<file path="src/rtl/wb_stage.sv">
// Writeback stage: captures one MEM-stage result per cycle, selects the
// writeback source, extracts/extends load data and drives one registered
// register-file write. Also counts retired instructions.
module wb_stage #(
    parameter int unsigned XLEN  = 32,
    parameter int unsigned CNT_W = 32
) (
    input  logic             clk,
    input  logic             rst_n,
    input  logic             inValid,
    input  logic             stall,
    input  logic             flush,
    input  logic             inRegWrite,
    input  logic [4:0]       inRd,
    input  logic [1:0]       inWbSel,
    input  logic [2:0]       inFunct3,
    input  logic [XLEN-1:0]  inAluResult,
    input  logic [XLEN-1:0]  inMemData,
    input  logic [XLEN-1:0]  inPc,
    input  logic [XLEN-1:0]  inImm,
    output logic             isWrite,
    output logic [4:0]       rd,
    output logic [XLEN-1:0]  writeData,
    output logic             wbValid,
    output logic [CNT_W-1:0] retireCount
);

    localparam int unsigned BYTE_W = 8;
    localparam int unsigned HALF_W = 16;

    localparam logic [1:0] SEL_ALU  = 2'b00;
    localparam logic [1:0] SEL_LOAD = 2'b01;
    localparam logic [1:0] SEL_PC4  = 2'b10;

    localparam logic [2:0] F3_LB  = 3'b000;
    localparam logic [2:0] F3_LH  = 3'b001;
    localparam logic [2:0] F3_LBU = 3'b100;
    localparam logic [2:0] F3_LHU = 3'b101;

    logic [BYTE_W-1:0] w_byte;
    logic [HALF_W-1:0] w_half;
    logic [XLEN-1:0]   w_load_data;
    logic [XLEN-1:0]   w_sel_data;
    logic              w_is_write;
    logic              w_capture;

    logic              r_valid;
    logic              r_is_write;
    logic [4:0]        r_rd;
    logic [XLEN-1:0]   r_write_data;
    logic [CNT_W-1:0]  r_retire_count;

    // Load lane extraction: byte by full offset, half by offset bit 1
    always_comb begin
        w_byte = inMemData[BYTE_W*inAluResult[1:0] +: BYTE_W];
        w_half = inAluResult[1] ? inMemData[XLEN-1:HALF_W] : inMemData[HALF_W-1:0];
        case (inFunct3)
            F3_LB:   w_load_data = {{(XLEN-BYTE_W){w_byte[BYTE_W-1]}}, w_byte};
            F3_LBU:  w_load_data = {{(XLEN-BYTE_W){1'b0}}, w_byte};
            F3_LH:   w_load_data = {{(XLEN-HALF_W){w_half[HALF_W-1]}}, w_half};
            F3_LHU:  w_load_data = {{(XLEN-HALF_W){1'b0}}, w_half};
            default: w_load_data = inMemData;
        endcase
    end

    // Writeback source select
    always_comb begin
        case (inWbSel)
            SEL_ALU:  w_sel_data = inAluResult;
            SEL_LOAD: w_sel_data = w_load_data;
            SEL_PC4:  w_sel_data = inPc + XLEN'(4);
            default:  w_sel_data = inImm;
        endcase
    end

    // Write enable never targets x0; capture only when neither flushed nor stalled
    always_comb begin
        w_is_write = inValid & inRegWrite & (inRd != 5'd0);
        w_capture  = ~flush & ~stall;
    end

    // Stage register and retire counter; flush outranks stall
    always_ff @(posedge clk or negedge rst_n) begin
        if (!rst_n) begin
            r_valid        <= 1'b0;
            r_is_write     <= 1'b0;
            r_rd           <= 5'd0;
            r_write_data   <= '0;
            r_retire_count <= '0;
        end else if (flush) begin
            r_valid    <= 1'b0;
            r_is_write <= 1'b0;
        end else if (w_capture) begin
            r_valid      <= inValid;
            r_is_write   <= w_is_write;
            r_rd         <= inRd;
            r_write_data <= w_sel_data;
            if (inValid) begin
                r_retire_count <= r_retire_count + CNT_W'(1);
            end
        end
    end

    assign wbValid     = r_valid;
    assign isWrite     = r_is_write;
    assign rd          = r_rd;
    assign writeData   = r_write_data;
    assign retireCount = r_retire_count;

endmodule

</file>
<file path="config.mk">
export PLATFORM = sky130hd
export DESIGN_NAME = wb_stage
export DESIGN_NICKNAME = d
export VERILOG_FILES = /design/src/rtl/wb_stage.sv
export SDC_FILE = /design/constraint.sdc
export NUM_CORES = 1
export LEC_CHECK = 0
export BUFFER_PORTS_ARGS = -buffer_cell sky130_fd_sc_hd__buf_2
export CORE_ASPECT_RATIO = 1.2
export CORE_UTILIZATION = 45
export CTS_BUF_LIST = sky130_fd_sc_hd__clkbuf_8
export CTS_CLUSTER_DIAMETER = 40
export DETAILED_ROUTE_END_ITERATION = 8
export PLACE_DENSITY = 0.77
export SLEW_MARGIN = 20
export SYNTH_ARGS = -nofsm -noshare
export SYNTH_HDL_FRONTEND = slang
export SYNTH_SLANG_ARGS = --single-unit
</file>
<file path="constraint.sdc">
create_clock -name clk -period 1.8 [get_ports clk]
set_input_delay 0.27 -clock clk [delete_from_list [all_inputs] [get_ports clk]]
set_output_delay 0.27 -clock clk [all_outputs]
set_load 0.05 [all_outputs]
</file>
; ---- Yosys cells after proc, flatten, opt, wreduce, memory -nomap -nowiden
; Cells that the tools add are included.
[classes]
eq_ne = 5
addsub = 2
muxes = 7
n_reduce_logical = 6
bitwise_logic = 5
n_shift = 1
[op_table]
columns = op, count
row1 = case mux 32 bit (4 select lines), 1
row2 = case mux 32 bit (3 select lines), 1
row3 = adder 32 x 1 -> 32 bit (second input constant), 1
row4 = adder 32 x 3 -> 32 bit (second input constant), 1
row5 = indexed part select 32 x 6 -> 8 bit, 1
row6 = 2-to-1 mux 16 bit, 1
row7 = equality test 3 bit (second input constant), 2
row8 = nonzero test 5 bit, 1
row9 = 2-to-1 mux 1 bit, 4
row10 = AND 1 bit, 3
row11 = equality test 3 x 1 -> 1 bit (second input constant), 1
row12 = zero test 3 bit, 1
row13 = AND reduction 3 bit, 1
row14 = equality test 2 x 1 -> 1 bit (second input constant), 1
row15 = equality test 2 bit (second input constant), 1
row16 = zero test 2 bit, 1
row17 = inverter 1 bit, 2
row18 = AND reduction 2 bit, 1
row19 = nonzero test 2 bit, 1
[totals]
register_bits = 71
elab_cells = 31

; ---- Longest topological paths before layout
[logic_depth]
ltp_word = 4
mapped_depth = 7
ltp_nobuf = 6

; ---- Least setup slack after synthesis
; OpenSTA, ideal clock, no wires.
[synth_timing]
path_kind = reg2reg
from = register r_retire_count[0] (netlist: retireCount[0])
to = register r_retire_count[24] (netlist: retireCount[24])
path_stages_with_launch = 7
setup_time_ps = 82
slack_ps = -195
n_path_buf = 0
t_required_ps = 1718
synth_period_minus_slack_ps = 1995
arrival_ps = 1913
cell_sequence = dfrtp_1 -> ha_1 -> nand2_1 -> nor3_1 -> and2_1 -> and4_1 -> xor2_1
[synth_between]
elab_chain_cells = 1
[synth_rtl]
columns = item, line
row1 = "start, declared", 51  ; logic [CNT_W-1:0] r_retire_count;
row2 = "start signal, assigned", 99  ; r_retire_count <= r_retire_count + CNT_W'(1);
row3 = adder 32 x 1 -> 32 bit, 99
; Every way passes these cells.
; A chain may end at the register's enable or synchronous reset.

; ---- Final worst setup path
[layout_timing]
from = register r_retire_count[11] (netlist: retireCount[11])
to = register r_retire_count[24] (netlist: retireCount[24])
; Same word-level chain as after synthesis.

==> flow_summary.json <==
{
  "worst_hold_slack_ns": 0.115,
  "dpl.hpwl_mm": 15.7,
  "rsz0062_at_grt": "true",
  "number_of_buffers_inserted_to_repair_setup_after_cts": 0,
  "peak_fanout_along_the_critical_path": 6,
  "cts.htree.levels": 3,
  "synth_flop_cell": "sky130_fd_sc_hd__dfrtp_1",
  "result_of_the_run": "completed",
  "avgSynthCellArea_um2": 8.31,
  "setup_viol": 0,
  "post_route_cells_drive_above_1_share": 0.400,
  "crit_arrival_ns": 1.99,
  "tritoncts": "built",
  "gr-max-usage-layer": "met2",
  "synth.lib_cells_used.distinct": 59,
  "routed_wirelength_mm": 19.7,
  "grt_usage": 0.363,
  "route.detailed.drc": 0,
  "i_o_buffers": 214,
  "layout_common_cells": "sky130_fd_sc_hd__buf_2 (214), sky130_fd_sc_hd__buf_4 (68), sky130_fd_sc_hd__nand2_1 (55)",
  "met3_grt_util": 0.0747,
  "post_cts_resize_count": 0,
  "cts_inserted_buffers": 9,
  "synth-async-reset-ratio": 1.00,
  "die_h_um": 115,
  "finalHoldViolCount": 0,
  "synthesized_nets": 721,
  "synthesis.yosys.warnings": 0,
  "critical_path.endpoint_type": "flop",
  "slew_viol_final": 0,
  "gpl.final_weighted_congestion": 0.978,
  "post_drt_via_cell_ratio": 6.00,
  "max_slew_margin": 0.650,
  "fraction_of_the_yosys_area_taken_by_sequential_cells": 0.372,
  "post_route_standard_cell_area_excluding_fillers_um2": 6750,
  "drt_iter0_drc": 494,
  "grt_overflow": 0,
  "die-area_um2": 11000,
  "via_count": 5791,
  "report.power.total_w": 0.00541,
  "grt_pass1_vias": 5637,
  "critPathRequiredTime_ns": 2.08,
  "drv.max_cap_violation_count": 0,
  "final_common_cell": "sky130_fd_sc_hd__buf_2",
  "mappedNetlistArea_um2": 4780,
  "timing.hold.worst.class": "input pin to flop",
  "period_needed_ns": 1.71,
  "root_buffer": "sky130_fd_sc_hd__clkbuf_8",
  "netlist_top_cells_area": "sky130_fd_sc_hd__dfrtp_1 (37%), sky130_fd_sc_hd__xnor2_1 (6.0%), sky130_fd_sc_hd__a21oi_1 (4.6%)",
  "floorplan.core_area_um2": 10200,
  "antenna_cells": 0,
  "synth_edf_count": 0,
  "synth.top_cell.area_share": 0.372,
  "yosysTopAreaCell": "sky130_fd_sc_hd__dfrtp_1",
  "placed_cell_area_um2": 6520,
  "detail_route.wl_per_cell_um": 20.4,
  "std_cell_rows": 40,
  "powerDensity_nw_per_um2": 803,
  "finish.net_count": 980,
  "path_class": "flop to flop",
  "largest_net_degree_at_the_start_of_global_routing": 47,
  "postSynthRegisterBits": 71,
  "synthCells": 575,
  "clock_path_buffers": 2,
  "cellLeakagePower_nw": 3.23,
  "fmax_mhz": 584,
  "clock-skew-final_ns": 0.0131,
  "grt_use_met2": 0.603,
  "ant_nets": 0,
  "syn2layout_area_growth_pct": 41.2,
  "slew_at_the_pin_closest_to_its_max_slew_limit_ns": 0.520,
  "clk-insertion-delay-late_ns": 0.36,
  "irDropWorstVdd_uv": 385,
  "antenna_found_initial": 0,
  "cts.sinks": 71,
  "drt_pass1_iterations": 5,
  "critPathLaunchType": "flop",
  "grt_first_pass_wirelength_mm": 29.6,
  "worst_setup_hold_path_clk_slew_ns": 0.08,
  "share_of_the_clock_period_used_by_the_worst_path": 0.951,
  "dieWidth_um": 96.1,
  "final_core_utilization": 0.664,
  "met1_usage": 0.456,
  "start_util": 0.470,
  "top_level_ports": 215
}
[registers in the layout, summed over array words and instances (netlist names)]
| name | cells |
|---|---|
| isWrite | 1 |
| writeData | 32 |
| retireCount | 32 |
| rd | 5 |
| wbValid | 1 |
[layer usage]
| metal | vias up | part of all wire |
|---|---|---|
| li1 | 2682 | - |
| met1 | 2723 | 0.40 |
| met2 | 341 | 0.47 |
| met3 | 45 | 0.091 |
| met4 | 0 | 0.036 |
| met5 | - | 0 |
[area by class of cell]
class	count	area (µm²)
fillers	876	3410
multi-input cells	449	2820
flip-flops and latches	71	1800
repair buffers	288	1690
well taps	126	158
clock buffers	9	124
clock inverters	7	96.3
inverters	15	56.3
[worst paths after layout]
| path | start | to | slack [ns] | depth (start not counted) |
|---|---|---|---|---|
| setup / recovery | retireCount[11] | retireCount[24] | 0.09 | 5 |
| hold / removal | inRd[4] | rd[4] | 0.11 | 3 |
| setup reg to reg | retireCount[11] | retireCount[24] | 0.09 | 5 |
| hold reg to reg | rd[0] | rd[0] | 0.48 | 2 |
| max in group asynchronous | rst_n | retireCount[7] | 0.86 | 3 |
| min in group asynchronous | rst_n | writeData[18] | 0.35 | 2 |
[power breakdown]
| part | total, W | internal, W | switching (W) |
|---|---|---|---|
| Clock | 0.00147 | 0.000785 | 0.000687 |
| Sequential | 0.00196 | 0.00180 | 0.000167 |
| Combinational | 0.00198 | 0.000618 | 0.00136 |
[synth_stat cells, drive strengths merged (10+ instances only)]
cell type and count:
mux2i 10, xnor2 33, inv 14, nor3 11, o22ai 29, nand2 55
nor2 41, nor4 11, nand4 17, clkbuf 33, a21oi 44, o21ai 33
nand3 32, and3 10, dfrtp 71
[worst max-delay path, cell delays in order, from the launching register on]
cell and delay (ns):
sky130_fd_sc_hd__dfrtp_2 0.41, sky130_fd_sc_hd__nand4_1 0.14, sky130_fd_sc_hd__nor4_1 0.41, sky130_fd_sc_hd__and2_1 0.30, sky130_fd_sc_hd__and4_1 0.23, sky130_fd_sc_hd__xor2_1 0.14
[through the flow]
stage | setup TNS (ns) | worst slack, ns | instances
3_5_place_dp | -1.50 | -0.176 | 948
6_report | 0 | 0.0888 | 965
3_3_place_gp | -0.951 | -0.123 | 948
2_1_floorplan | -0.0304 | -0.0304 | 575
4_1_cts | 0 | 0.0824 | 965
5_1_grt | -0.00994 | -0.00994 | 965
[cells by family after synthesis]
family          Yosys count  share of synthesized area
compound gates          175                      0.236
xor+xnor                 42                     0.0770
buf+inv                  55                     0.0440
flops                    71                      0.372
simple gates            214                      0.229
mux                      16                     0.0374
fa+ha+maj                 2                    0.00523
[timing repair]
item,4_1_cts,5_1_grt
endpoints found under the setup margin,0,1
endpoints found under the hold margin,9,0
hold buffers,1,0
(Power assumes the default switching activity.)
